==> src/rtl/exec_sequencer.sv <==
// Multi-cycle control sequencer for the cirno datapath: one registered strobe per phase.
// Optional performance counters are built when EXEC_SEQ_PERF_COUNT_EN is defined.
module exec_sequencer #(
  parameter int unsigned MEM_WAIT = 0,
  parameter int unsigned CNT_W    = 16
) (
  input  logic             clk,
  input  logic             rst_n,
  input  logic             init,
  input  logic [2:0]       inst_type,
  output logic             fetch_unit_en,
  output logic             decoder_en,
  output logic             reg_r_en,
  output logic             alu_en,
  output logic             reg_w_en,
  output logic             memory_w_en,
  output logic             memory_r_en,
  output logic             reg_mem_w_en,
  output logic             done,
  output logic             illegal,
  output logic [CNT_W-1:0] inst_count,
  output logic [CNT_W-1:0] cycle_count
);

  localparam int unsigned WAIT_W = (MEM_WAIT > 0) ? $clog2(MEM_WAIT + 1) : 1;

  localparam logic [2:0] T_NIL  = 3'd2;
  localparam logic [2:0] T_MV   = 3'd3;
  localparam logic [2:0] T_ST   = 3'd5;
  localparam logic [2:0] T_LD   = 3'd6;
  localparam logic [2:0] T_HALT = 3'd7;
  localparam logic [2:0] T_ALU  = 3'd1;
  localparam logic [2:0] T_JMP  = 3'd4;

  typedef enum logic [3:0] {
    S_IDLE, S_FETCH, S_DECODE, S_DISPATCH, S_OF, S_ALU,
    S_RS, S_WM, S_RM, S_RMS, S_HALT
  } state_t;

  state_t            state, state_n;
  logic [2:0]        type_q;
  logic [WAIT_W-1:0] wait_q;
  logic              illegal_c;

  // Next-state decode; init outside IDLE abandons whatever is in flight.
  always_comb begin
    state_n   = state;
    illegal_c = 1'b0;
    case (state)
      S_IDLE:     if (init) state_n = S_FETCH;
      S_FETCH:    state_n = S_DECODE;
      S_DECODE:   state_n = S_DISPATCH;
      S_DISPATCH: begin
        case (inst_type)
          T_ALU, T_JMP, T_ST, T_LD: state_n = S_OF;
          T_MV:                     state_n = S_RS;
          T_NIL:                    state_n = S_FETCH;
          T_HALT:                   state_n = S_HALT;
          default: begin
            state_n   = S_FETCH;
            illegal_c = 1'b1;
          end
        endcase
      end
      S_OF: begin
        case (type_q)
          T_ALU:   state_n = S_ALU;
          T_ST:    state_n = S_WM;
          T_LD:    state_n = S_RM;
          default: state_n = S_FETCH;
        endcase
      end
      S_ALU:   state_n = S_RS;
      S_RS:    state_n = S_FETCH;
      S_WM:    if (wait_q == '0) state_n = S_FETCH;
      S_RM:    if (wait_q == '0) state_n = S_RMS;
      S_RMS:   state_n = S_FETCH;
      S_HALT:  state_n = S_HALT;
      default: state_n = S_IDLE;
    endcase
    if (init && (state != S_IDLE)) begin
      state_n   = S_FETCH;
      illegal_c = 1'b0;
    end
  end

  // State, latched class, memory wait counter and strobes decoded from the next state.
  always_ff @(posedge clk) begin
    if (!rst_n) begin
      state         <= S_IDLE;
      type_q        <= '0;
      wait_q        <= '0;
      fetch_unit_en <= 1'b0;
      decoder_en    <= 1'b0;
      reg_r_en      <= 1'b0;
      alu_en        <= 1'b0;
      reg_w_en      <= 1'b0;
      memory_w_en   <= 1'b0;
      memory_r_en   <= 1'b0;
      reg_mem_w_en  <= 1'b0;
      done          <= 1'b0;
      illegal       <= 1'b0;
    end else begin
      state <= state_n;
      if (state == S_DISPATCH) type_q <= inst_type;
      if ((state_n == S_WM || state_n == S_RM) && (state_n != state)) begin
        wait_q <= WAIT_W'(MEM_WAIT);
      end else if ((state == S_WM || state == S_RM) && (wait_q != '0)) begin
        wait_q <= wait_q - WAIT_W'(1);
      end
      fetch_unit_en <= (state_n == S_FETCH);
      decoder_en    <= (state_n == S_DECODE);
      reg_r_en      <= (state_n == S_OF);
      alu_en        <= (state_n == S_ALU);
      reg_w_en      <= (state_n == S_RS);
      memory_w_en   <= (state_n == S_WM);
      memory_r_en   <= (state_n == S_RM);
      reg_mem_w_en  <= (state_n == S_RMS);
      done          <= (state_n == S_HALT);
      illegal       <= illegal_c;
    end
  end

`ifdef EXEC_SEQ_PERF_COUNT_EN
  logic             retire_c;
  logic [CNT_W-1:0] inst_q;
  logic [CNT_W-1:0] cyc_q;

  // An instruction retires on its completing move into FETCH or into HALT.
  assign retire_c = !init && (state != S_HALT) &&
                    ((state_n == S_FETCH) || (state_n == S_HALT));

  always_ff @(posedge clk) begin
    if (!rst_n) begin
      inst_q <= '0;
      cyc_q  <= '0;
    end else if (init) begin
      inst_q <= '0;
      cyc_q  <= '0;
    end else begin
      if (retire_c) inst_q <= inst_q + CNT_W'(1);
      if ((state != S_IDLE) && (state != S_HALT)) cyc_q <= cyc_q + CNT_W'(1);
    end
  end

  assign inst_count  = inst_q;
  assign cycle_count = cyc_q;
`else
  assign inst_count  = '0;
  assign cycle_count = '0;
`endif

endmodule

==> config.mk <==
export PLATFORM = sky130hd
export DESIGN_NAME = exec_sequencer
export DESIGN_NICKNAME = d
export VERILOG_FILES = /design/src/rtl/exec_sequencer.sv
export SDC_FILE = /design/constraint.sdc
export NUM_CORES = 1
export LEC_CHECK = 0
export CAP_MARGIN = 0
export CORE_MARGIN = 3
export CORE_UTILIZATION = 41
export DETAILED_ROUTE_END_ITERATION = 10
export GPL_TIMING_DRIVEN = 1
export PLACE_DENSITY = 0.87
export REMOVE_ABC_BUFFERS = 1
export SLEW_MARGIN = 20
export SYNTH_ARGS = -nofsm -noshare
export SYNTH_HDL_FRONTEND = slang
export SYNTH_SLANG_ARGS = --single-unit
==> constraint.sdc <==
create_clock -name clk -period 2 [get_ports clk]
set_input_delay 0.6 -clock clk [delete_from_list [all_inputs] [get_ports clk]]
set_output_delay 0.6 -clock clk [all_outputs]
set_load 0.01 [all_outputs]
==> tab_implementation.tex, run 1 <==
\begin{tabular}{lr}
\hline
Metric & Value \\
\hline
\multicolumn{2}{l}{\textbf{Logic synthesis}} \\
\quad Most used flip-flop cell after synthesis & dfxtp\_1 \\
\quad Area fraction in and, or, nand and nor cells after synthesis & 25.7\% \\
\quad Largest family of logic cells by synthesized area & buffers and inverters \\
\quad Synthesized instance count & 124 \\
\quad Xor and xnor fraction of the mapped netlist area & 0.796\% \\
\quad Number of flops mapped to enable cells by yosys & 0 \\
\quad Portion of synthesized cell area occupied by the leading cell type & 32.8\% \\
\quad \#FFs+latches synth & 18 \\
\quad Cells taking the most area after synthesis & dfxtp\_1 33\%, buf\_4 23\%, nor2\_1 4.4\% \\
\quad Fraction of the mapped netlist area in compound gates & 10.8\% \\
\quad Sequential element share of the synthesized area & 32.8\% \\
\quad Number of distinct library cells after synthesis & 40 \\
\quad Mapped cell area & 1100 µm² \\
\quad Count of warnings emitted by yosys & 0 \\
\quad Top cell type by total area after synthesis & dfxtp\_1 \\
\quad Average instance area after synthesis & 8.87 µm² \\
\quad Fraction of the mapped netlist area in adder cells & 0\% \\
\quad Post-synthesis mux area share & 2.73\% \\
\quad Async set or reset register ratio after synthesis & 0\% \\
\multicolumn{2}{l}{\textbf{Setup path}} \\
\quad Cell with the largest stage delay on the worst path & clkdlybuf4s50\_1 \\
\quad Type of element capturing the critical path & flop \\
\quad Data required time at the worst endpoint & 2230 ps \\
\quad Number of buffers and inverters on the critical path & 1 \\
\quad Maximum single-stage delay on the critical path & 480 ps \\
\quad Critical setup path kind & input pin to flop \\
\quad CP Cell Sequence & clkdlybuf4s50\_1 > nor2\_1 > nor3\_1 > o311ai\_4 > or3b\_4 > nor2\_2 \\
\quad Family of cells with the greatest summed delay on the critical path & simple AND/OR/NAND/NOR gates \\
\quad Arr. time, crit path & 2160 ps \\
\quad Category of the worst setup path launch point & input pin \\
\quad Maximum fanout along the worst path & 6 \\
\multicolumn{2}{l}{\textbf{Timing}} \\
\quad Setup violations, final & 0 \\
\quad RSZ-0062 raised after global routing & no \\
\quad Number of endpoints with negative hold slack in the final report & 0 \\
\quad Worst hold slack across all endpoints & 542 ps \\
\quad Fin. max-slew vios & 0 \\
\quad Min cycle time layout & 1930 ps \\
\quad Fmax achieved & 0.519 GHz \\
\quad Worst clock skew & 0.934 ps \\
\quad Final critical-path share of the clock period & 96.4\% \\
\quad Crit path setup slack, layout & 72.5 ps \\
\quad Post-Route Setup TNS & 0 ps \\
\multicolumn{2}{l}{\textbf{Placement}} \\
\quad Number of port buffers & 15 \\
\quad Worst slack at placement & -267 ps \\
\quad Detailed-placement wirelength estimate & 1820 µm \\
\quad Placed Cells incl. Taps & 180 \\
\quad Placed cell areas & 1250 µm² \\
\quad RePlAce Congestion & 0.937 \\
\multicolumn{2}{l}{\textbf{Final layout}} \\
\quad Number of non-filler instances in the completed layout & 184 \\
\quad Finished Core Util & 51.9\% \\
\quad Antenna Diode Count & 0 \\
\quad Register with the most flip-flops & state \\
\quad Non-Filler Cell Area, Final & 1310 µm² \\
\quad Number of flip-flops under the largest register name & 4 \\
\quad Area Overhead vs Synth & 19.1\% \\
\quad Number of fill cells in the layout & 245 \\
\quad Leading registers by flop count & state (4), type\_q (3) \\
\quad Ratio of cells with drive above 1 in the final layout & 18.2\% \\
\quad Count of nets after finishing & 161 \\
\multicolumn{2}{l}{\textbf{Clock network}} \\
\quad Buffer cell driving the clock tree root & clkbuf\_4 \\
\quad Hold buffers post-CTS & 0 \\
\quad CTS clock-pin slew for the worst setup and hold paths & 100 ps \\
\quad Number of sinks on the clock net & 18 \\
\quad Number of buffers created by CTS & 3 \\
\quad Worst skew pair latency & 290 ps \\
\quad Number of gates resized after cts & 0 \\
\quad Setup fix buffers added after clock tree synthesis & 0 \\
\quad H-Tree Depth & 1 \\
\quad Maximum clock insertion buffer count & 2 \\
\quad Clock tree from TritonCTS & built \\
\multicolumn{2}{l}{\textbf{Status}} \\
\quad Status & finished clean \\
\multicolumn{2}{l}{\textbf{Power and ir drop}} \\
\quad Switching power & 0.200 mW \\
\quad Internal power of the cells & 0.540 mW \\
\quad Worst IR drop on VDD & 376 µV \\
\quad Leakage dissipation & 0.576 nW \\
\quad Total design power & 0.740 mW \\
\quad Sw Share & 27.1\% \\
\quad PD cells & 565 nW/µm² \\
\quad Combinational share of power & 20.3\% \\
\quad Part of the total power dissipated in the clock network & 29.5\% \\
\quad Part of the total power dissipated in sequential elements & 50.2\% \\
\multicolumn{2}{l}{\textbf{Die}} \\
\quad Floorplan die area & 3340 µm² \\
\quad Horizontal die dimension & 57.8 µm \\
\quad Initial Utilization & 43.6\% \\
\quad Floorplan Core Area & 2520 µm² \\
\quad Count of pins on the block boundary & 48 \\
\quad Number of standard-cell rows in the floorplan & 18 \\
\quad Die Ht & 57.8 µm \\
\multicolumn{2}{l}{\textbf{Routing}} \\
\quad Wire length reported by the detailed router & 2280 µm \\
\quad Via count & 883 \\
\quad Iteration-0 DRC Markers & 10 \\
\quad Via-to-Cell Ratio & 4.80 \\
\quad Post-detailed-route count of antenna-violating nets & 0 \\
\quad Routed WL per cell & 12.4 µm \\
\quad First-pass iteration count of the detailed router & 4 \\
\quad Post-detailed-route DRC marker count & 0 \\
\multicolumn{2}{l}{\textbf{GRT}} \\
\quad Aggregate global-route resource usage & 13.3\% \\
\quad Number of antenna violations at the first check in global routing & 0 \\
\quad GR Overflow Total & 0 \\
\quad Pin count of the biggest net entering global routing & 11 \\
\quad Via count of the first global-routing pass & 809 \\
\quad First-pass GRT wire length & 3580 µm \\
\multicolumn{2}{l}{\textbf{Job}} \\
\quad Number of max-cap violations & 0 \\
\multicolumn{2}{l}{\textbf{Worst hold path}} \\
\quad Class of the tightest hold or removal check & flop to flop \\
\hline
\end{tabular}
synthesized netlist by cell type, drive strengths merged (2+ instances only):
library cell / n
nand3: 3
nor2: 13
and3: 3
buf: 37
nor3b: 2
nand2b: 2
and2: 3
nand3b: 2
nor3: 3
nand4: 2
nor2b: 3
dfxtp: 18
a211oi: 2
mux2i: 3
nand2: 3
inv: 3
layout by cell type, fill, tap and decap left out, types with 2 or more instances in the layout:
master           Yosys  layout
inv_1                3       3
nor2b_1              3       3
nor3_1               3       3
buf_4               33      17
clkdlybuf4s50_1      0      12
dfxtp_1             18      18
nand2b_1             2       2
a211oi_1             2       2
conb_1               1      32
nand2_1              3       3
mux2i_1              3       3
nand3_1              3       3
and2_1               3       3
nor2_1              13      12
nand4_1              2       2
nor3b_1              2       2
dlymetal6s2s_1       0       3
nand3b_1             2       2
and3_1               3       3
clkbuf_4             0       3
area by class of cell:
cell class                 count  area (µm²)  share of cell area, %
sequential                    18         360                   27.5
tap                           30        37.5                   2.87
multi-input combinational     96         576                   43.9
clock buffer                   4        36.3                   2.77
inverter                       4        15.0                   1.15
timing repair buffer          32         285                   21.8
cells by family (layout without fill, tap and decap cells):
kind of cell              count (synthesis)  count (layout)
AOI/OAI and AO/OA                        12              12
muxes                                     3               3
DFF                                      18              18
other                                     1              32
and+or+nand+nor                          48              48
xor gates and xnor gates                  1               1
buffers and inverters                    41              40
power by group through the flow:
stage	clock [mW]	sequential (mW)	combinational, mW
after floorplan	0	0.386	0.0756
after global placement	0	0.379	0.139
after detailed placement	0	0.380	0.140
after CTS	0.228	0.372	0.141
after global routing	0.241	0.372	0.162
final	0.218	0.371	0.150
routing by layer:
layer  wire length, µm  global-route usage (%)  up-vias
li1                  -                       -      423
met3               195                    2.23        5
met4                25                    4.64        0
met5                 0                       0        -
met1               958                    17.1      402
met2              1100                    22.6       53
tightest hold or removal path: stages (launching register included):
cell	delay, ps
dfxtp_1	340
mux2i_1	120
nor2_1	50
worst paths after layout:
| kind | startpoint | to | slack [ps] | cells past startpoint |
|---|---|---|---|---|
| max reg2reg | state[3]$_SDFF_PN0_ | reg_r_en$_SDFF_PN0_ | 100 | 6 |
| min reg2reg | type_q[2]$_SDFFE_PN0P_ | type_q[2]$_SDFFE_PN0P_ | 540 | 2 |
| max | inst_type[2] | reg_r_en$_SDFF_PN0_ | 70 | 6 |
| min | type_q[2]$_SDFFE_PN0P_ | type_q[2]$_SDFFE_PN0P_ | 540 | 2 |
Power figures use the tool's default switching activity.
==> inputs of run 2 (changes only) <==
==> constraint.sdc (replaced) <==
create_clock -name clk -period 2 [get_ports clk]
set_input_delay 0.4 -clock clk [delete_from_list [all_inputs] [get_ports clk]]
set_output_delay 0.4 -clock clk [all_outputs]
set_load 0.01 [all_outputs]
==> run 2 against run 1 <==
  * First-iteration DRC count grew to 2.6 times the previous value
  * Non-clock buffer count is 3 lower
  * Routed wire length is 5.2% lower
  * Critical endpoint is now memory_r_en$_SDFF_PN0_
  * Setup slack better by 31 ps
  * Design area is 3.3% lower
  * Largest power group unchanged
  * Register-to-register slack hardly changed
==> tab_implementation.tex, run 2 (synthesis results as in run 1) <==
\begin{tabular}{lr}
\hline
Metric & Value \\
\hline
\multicolumn{2}{l}{\textbf{Job}} \\
\quad Number of max-cap violations & 0 \\
\multicolumn{2}{l}{\textbf{Clock network}} \\
\quad Number of sinks on the clock net & 18 \\
\quad Number of buffers created by CTS & 3 \\
\quad H-Tree Depth & 1 \\
\quad CTS clock-pin slew for the worst setup and hold paths & 110 ps \\
\quad Maximum clock insertion buffer count & 2 \\
\quad Buffer cell driving the clock tree root & clkbuf\_4 \\
\quad Worst skew pair latency & 300 ps \\
\quad Setup fix buffers added after clock tree synthesis & 0 \\
\quad Clock tree from TritonCTS & built \\
\multicolumn{2}{l}{\textbf{Timing}} \\
\quad Setup violations, final & 0 \\
\quad RSZ-0062 raised after global routing & no \\
\quad Number of endpoints with negative hold slack in the final report & 0 \\
\quad Final critical-path share of the clock period & 94.8\% \\
\quad Worst hold slack across all endpoints & 555 ps \\
\quad Min cycle time layout & 1900 ps \\
\quad Fin. max-slew vios & 0 \\
\quad Worst clock skew & 4.61 ps \\
\quad Fmax achieved & 0.527 GHz \\
\quad Crit path setup slack, layout & 104 ps \\
\multicolumn{2}{l}{\textbf{Routing}} \\
\quad Wire length reported by the detailed router & 2170 µm \\
\quad Post-detailed-route count of antenna-violating nets & 0 \\
\quad Via count & 841 \\
\quad Post-detailed-route DRC marker count & 0 \\
\quad Routed WL per cell & 12.0 µm \\
\quad Via-to-Cell Ratio & 4.65 \\
\quad Iteration-0 DRC Markers & 26 \\
\quad First-pass iteration count of the detailed router & 4 \\
\multicolumn{2}{l}{\textbf{Die}} \\
\quad Initial Utilization & 43.6\% \\
\quad Die Ht & 57.8 µm \\
\quad Number of standard-cell rows in the floorplan & 18 \\
\quad Count of pins on the block boundary & 48 \\
\quad Horizontal die dimension & 57.8 µm \\
\quad Floorplan Core Area & 2520 µm² \\
\quad Floorplan die area & 3340 µm² \\
\multicolumn{2}{l}{\textbf{Setup path}} \\
\quad Critical setup path kind & flop to flop \\
\quad Arr. time, crit path & 2140 ps \\
\quad Data required time at the worst endpoint & 2240 ps \\
\quad Maximum fanout along the worst path & 8 \\
\quad Category of the worst setup path launch point & flop \\
\quad Type of element capturing the critical path & flop \\
\multicolumn{2}{l}{\textbf{Status}} \\
\quad Status & finished clean \\
\multicolumn{2}{l}{\textbf{Placement}} \\
\quad Placed cell areas & 1230 µm² \\
\quad RePlAce Congestion & 0.894 \\
\quad Worst slack at placement & -32.9 ps \\
\quad Detailed-placement wirelength estimate & 1660 µm \\
\quad Number of port buffers & 15 \\
\multicolumn{2}{l}{\textbf{GRT}} \\
\quad First-pass GRT wire length & 3390 µm \\
\quad Number of antenna violations at the first check in global routing & 0 \\
\quad Aggregate global-route resource usage & 13.2\% \\
\quad Pin count of the biggest net entering global routing & 12 \\
\quad Via count of the first global-routing pass & 729 \\
\quad GR Overflow Total & 0 \\
\multicolumn{2}{l}{\textbf{Final layout}} \\
\quad Ratio of cells with drive above 1 in the final layout & 15.9\% \\
\quad Leading registers by flop count & state (4), type\_q (3) \\
\quad Non-Filler Cell Area, Final & 1270 µm² \\
\quad Area Overhead vs Synth & 15.1\% \\
\quad Antenna Diode Count & 0 \\
\quad Most common cell after layout, fill and taps aside & conb\_1 \\
\quad Most used cells in the layout excluding fill and tap cells & 32 x conb\_1, 17 x dfxtp\_1, 15 x clkdlybuf4s50\_1, 14 x buf\_4, 13 x nor2\_1 \\
\quad Count of nets after finishing & 158 \\
\quad Number of flip-flops under the largest register name & 4 \\
\quad Register with the most flip-flops & state \\
\multicolumn{2}{l}{\textbf{Power and ir drop}} \\
\quad PD cells & 588 nW/µm² \\
\quad Worst IR drop on VDD & 429 µV \\
\quad Leakage dissipation & 0.533 nW \\
\multicolumn{2}{l}{\textbf{Worst hold path}} \\
\quad Class of the tightest hold or removal check & flop to flop \\
\hline
\end{tabular}
[run 2: where the power goes]
| part | internal, mW | total, mW | leakage (nW) | switching (mW) |
|---|---|---|---|---|
| Combinational | 0.0562 | 0.133 | 0.366 | 0.0766 |
| Sequential | 0.367 | 0.379 | 0.146 | 0.0112 |
| Clock | 0.111 | 0.233 | 0.0210 | 0.122 |
[run 2: per-stage QoR]
| step | power, mW | TNS (ps) | util, % | std cells |
|---|---|---|---|---|
| CTS | 0.749 | 0 | 50.1 | 181 |
| global placement | 0.514 | 0 | 48.7 | 177 |
| finish | 0.745 | 0 | 50.2 | 181 |
| floorplan | 0.461 | 0 | - | 118 |
| detailed placement | 0.516 | -48.7 | 48.7 | 177 |
| global route | 0.782 | 0 | 50.2 | 181 |
[run 2: layout make-up]
class	instances	area, µm²
Multi-Input combinational cell	96	561
Tap cell	30	37.5
Clock buffer	4	36.3
Fill cell	244	1260
Timing Repair Buffer	29	255
Inverter	4	15.0
Sequential cell	18	362
[run 2: timing repair]
action	4_1_cts	5_1_grt
endpoints found under the setup margin	0	2
hold endpoints to repair	0	0
hold buffers	0	0
resized for setup	0	1
[run 2: worst max-delay path, stage by stage, from the launching register on]
cell and delay, ps:
dfxtp_1 510, nor4b_1 130, a32o_1 320, o31ai_4 340
or3b_1 420, nor2_1 100
[run 2: routing by layer]
layer / wire, µm / part of all wire [%] / track usage [%] / up-vias
met5: 0 / 0 / 0 / -
met4: 44 / 2.0 / 8.28 / 0
met3: 202 / 9.3 / 1.78 / 4
met2: 977 / 45 / 19.4 / 49
met1: 941 / 43 / 18.2 / 372
li1: - / - / - / 416
[run 2: path summary, 6_finish.rpt]
check | slack [ps] | endpoint | depth (start not counted) | startpoint
worst min-delay path | 560 | type_q[0]$_SDFFE_PN0P_ | 2 | type_q[0]$_SDFFE_PN0P_
worst min register to register | 560 | type_q[0]$_SDFFE_PN0P_ | 2 | type_q[0]$_SDFFE_PN0P_
worst max register to register | 100 | memory_r_en$_SDFF_PN0_ | 5 | state[1]$_SDFF_PN0_
worst max-delay path | 100 | memory_r_en$_SDFF_PN0_ | 5 | state[1]$_SDFF_PN0_
==> inputs of run 3 (changes only) <==
CORE_UTILIZATION = 43   (was 41)
CTS_BUF_LIST = sky130_fd_sc_hd__clkbuf_4 sky130_fd_sc_hd__clkbuf_8   (was not set)
PLACE_DENSITY = 0.82   (was 0.87)
==> run 3 against run 2 <==
  * Setup slack better by 5.4 ps
  * First-iteration DRC count is 31% lower
  * Clock power hardly changed
  * Cell count fell by 2.8%
  * Die area is 4.2% lower
  * Flip-flop and latch count is the same
  * Clock skew decreased by 2.6 ps
  * Total power hardly changed
  * Critical endpoint is now fetch_unit_en$_SDFF_PN0_
  * Largest cell class unchanged
  * Highest routed layer unchanged
==> tab_implementation.tex, run 3 (synthesis results as in run 1) <==
\begin{tabular}{lr}
\hline
Metric & Value \\
\hline
\multicolumn{2}{l}{\textbf{Timing}} \\
\quad RSZ-0062 raised after global routing & no \\
\quad Final critical-path share of the clock period & 94.6\% \\
\quad Setup violations, final & 0 \\
\quad Worst-margin pin slew & 553 ps \\
\quad Crit path setup slack, layout & 109 ps \\
\quad Min cycle time layout & 1890 ps \\
\quad Post-Route Setup TNS & 0 ps \\
\quad Max-Slew Margin vs Limit & 63.0\% \\
\quad Fmax achieved & 0.529 GHz \\
\quad Number of endpoints with negative hold slack in the final report & 0 \\
\quad Worst clock skew & 1.97 ps \\
\quad Fin. max-slew vios & 0 \\
\multicolumn{2}{l}{\textbf{Setup path}} \\
\quad Maximum single-stage delay on the critical path & 490 ps \\
\quad Data required time at the worst endpoint & 2220 ps \\
\quad Maximum fanout along the worst path & 6 \\
\quad Critical setup path kind & input pin to flop \\
\quad CP Cell Sequence & clkdlybuf4s50\_1 > nor2\_1 > nor3\_1 > o311ai\_2 > nand3\_1 > nor3b\_1 \\
\quad Internal reg-to-reg setup slack & 110 ps \\
\quad Category of the worst setup path launch point & input pin \\
\quad End of the worst register-to-register path & fetch\_unit\_en\$\_SDFF\_PN0\_ \\
\quad Cells on worst reg2reg path & 5 \\
\quad Arr. time, crit path & 2110 ps \\
\quad Cell with the largest stage delay on the worst path & o311ai\_2 \\
\quad Type of element capturing the critical path & flop \\
\quad Family of cells with the greatest summed delay on the critical path & simple AND/OR/NAND/NOR gates \\
\quad Startpoint of the lowest-slack register-to-register path & state[2]\$\_SDFF\_PN0\_ \\
\quad Number of buffers and inverters on the critical path & 1 \\
\multicolumn{2}{l}{\textbf{Die}} \\
\quad Count of pins on the block boundary & 48 \\
\quad Die Ht & 56.6 µm \\
\quad Floorplan Core Area & 2320 µm² \\
\quad Floorplan die area & 3200 µm² \\
\quad Horizontal die dimension & 56.6 µm \\
\quad Initial Utilization & 47.4\% \\
\quad Number of standard-cell rows in the floorplan & 17 \\
\multicolumn{2}{l}{\textbf{Final layout}} \\
\quad Most used cells in the layout excluding fill and tap cells & 32 x conb\_1, 16 x dfxtp\_1, 15 x clkdlybuf4s50\_1, 13 x nor2\_1, 11 x buf\_4 \\
\quad Number of non-filler instances in the completed layout & 176 \\
\quad Most common cell after layout, fill and taps aside & conb\_1 \\
\quad Leading registers by flop count & state (4), type\_q (3) \\
\quad Ratio of cells with drive above 1 in the final layout & 15.5\% \\
\quad Register with the most flip-flops & state \\
\quad Number of flip-flops under the largest register name & 4 \\
\quad Antenna Diode Count & 0 \\
\quad Area Overhead vs Synth & 13.5\% \\
\quad Count of nets after finishing & 155 \\
\quad Finished Core Util & 53.9\% \\
\multicolumn{2}{l}{\textbf{Clock network}} \\
\quad Setup fix buffers added after clock tree synthesis & 0 \\
\quad Number of sinks on the clock net & 18 \\
\quad Maximum clock insertion buffer count & 2 \\
\quad Hold buffers post-CTS & 0 \\
\quad Clock tree from TritonCTS & built \\
\quad H-Tree Depth & 1 \\
\quad Buffer cell driving the clock tree root & clkbuf\_4 \\
\quad CTS clock-pin slew for the worst setup and hold paths & 110 ps \\
\quad Number of buffers created by CTS & 3 \\
\quad Worst skew pair latency & 300 ps \\
\multicolumn{2}{l}{\textbf{Status}} \\
\quad Status & finished clean \\
\multicolumn{2}{l}{\textbf{GRT}} \\
\quad Pin count of the biggest net entering global routing & 12 \\
\quad First-pass GRT wire length & 3730 µm \\
\quad GR Overflow Total & 0 \\
\quad Number of antenna violations at the first check in global routing & 0 \\
\quad Aggregate global-route resource usage & 14.5\% \\
\quad Via count of the first global-routing pass & 830 \\
\multicolumn{2}{l}{\textbf{Routing}} \\
\quad Post-detailed-route DRC marker count & 0 \\
\quad First-pass iteration count of the detailed router & 6 \\
\quad Post-detailed-route count of antenna-violating nets & 0 \\
\quad Routed WL per cell & 12.7 µm \\
\quad Via-to-Cell Ratio & 4.89 \\
\quad Iteration-0 DRC Markers & 18 \\
\quad Wire length reported by the detailed router & 2240 µm \\
\quad Via count & 861 \\
\multicolumn{2}{l}{\textbf{Power and ir drop}} \\
\quad Total design power & 0.744 mW \\
\quad Leakage dissipation & 0.519 nW \\
\quad PD cells & 596 nW/µm² \\
\quad Worst IR drop on VDD & 360 µV \\
\multicolumn{2}{l}{\textbf{Worst hold path}} \\
\quad End point of the worst hold path & type\_q[2]\$\_SDFFE\_PN0P\_ \\
\quad Class of the tightest hold or removal check & flop to flop \\
\quad Cell depth of the worst min-delay path & 2 \\
\quad Startpoint of the lowest-slack hold path & type\_q[2]\$\_SDFFE\_PN0P\_ \\
\multicolumn{2}{l}{\textbf{Placement}} \\
\quad RePlAce Congestion & 1.02 \\
\quad Placed Cells incl. Taps & 172 \\
\quad Detailed-placement wirelength estimate & 1680 µm \\
\quad Worst slack at placement & -69.2 ps \\
\quad Number of port buffers & 15 \\
\multicolumn{2}{l}{\textbf{Job}} \\
\quad Number of max-cap violations & 0 \\
\hline
\end{tabular}
-- run 3: changes by cell type in the layout (fill, tap and decap cells not counted), sizes merged --
cell  before  now
buf       14   11
-- run 3: worst max-delay path by stage --
stage,from,end,depth (start not counted)
2_1_floorplan,state[3]$_SDFF_PN0_,memory_r_en$_SDFF_PN0_,5
3_3_place_gp,inst_type[0],reg_r_en$_SDFF_PN0_,7
3_5_place_dp,inst_type[0],fetch_unit_en$_SDFF_PN0_,6
4_1_cts,state[2]$_SDFF_PN0_,fetch_unit_en$_SDFF_PN0_,5
5_1_grt,state[2]$_SDFF_PN0_,fetch_unit_en$_SDFF_PN0_,5
6_report,inst_type[0],fetch_unit_en$_SDFF_PN0_,6
-- run 3: power by group --
group / internal (mW) / switching, mW / total (mW)
registers: 0.367 / 0.0107 / 0.378
clock network: 0.111 / 0.120 / 0.231
logic: 0.0539 / 0.0817 / 0.136
total: 0.532 / 0.212 / 0.744
-- run 3: worst min-delay path, cell delays in order (launching register included) --
cell     delay, ps
dfxtp_1        340
mux2i_1        130
nor2_1          50
-- run 3: final cells by class --
class	instances	area [µm²]
fill	192	1070
clock buffer	4	36.3
inverter	4	15.0
timing repair buffer	26	233
multi-input combinational	96	567
tap	28	35.0
sequential	18	363
-- run 3: metrics by stage --
| stage | hold WS (ps) | instance area (µm²) |
|---|---|---|
| floorplan | 472 | 936 |
| global placement | 513 | 1200 |
| detailed placement | 525 | 1200 |
| CTS | 555 | 1240 |
| global route | 581 | 1250 |
| finish | 548 | 1250 |
-- run 3: metal layers --
metal / track usage (%) / share of wire (%) / up-vias
met1: 17.0 / 40 / 394
met3: 2.76 / 9.1 / 10
met5: 0 / 0 / -
met2: 24.4 / 48 / 46
met4: 8.14 / 2.3 / 0
li1: - / - / 411
-- run 3: repair_timing --
action | 4_1_cts | 5_1_grt
endpoints found under the hold margin | 0 | 0
endpoints found under the setup margin | 0 | 7
gates resized for setup | 0 | 3
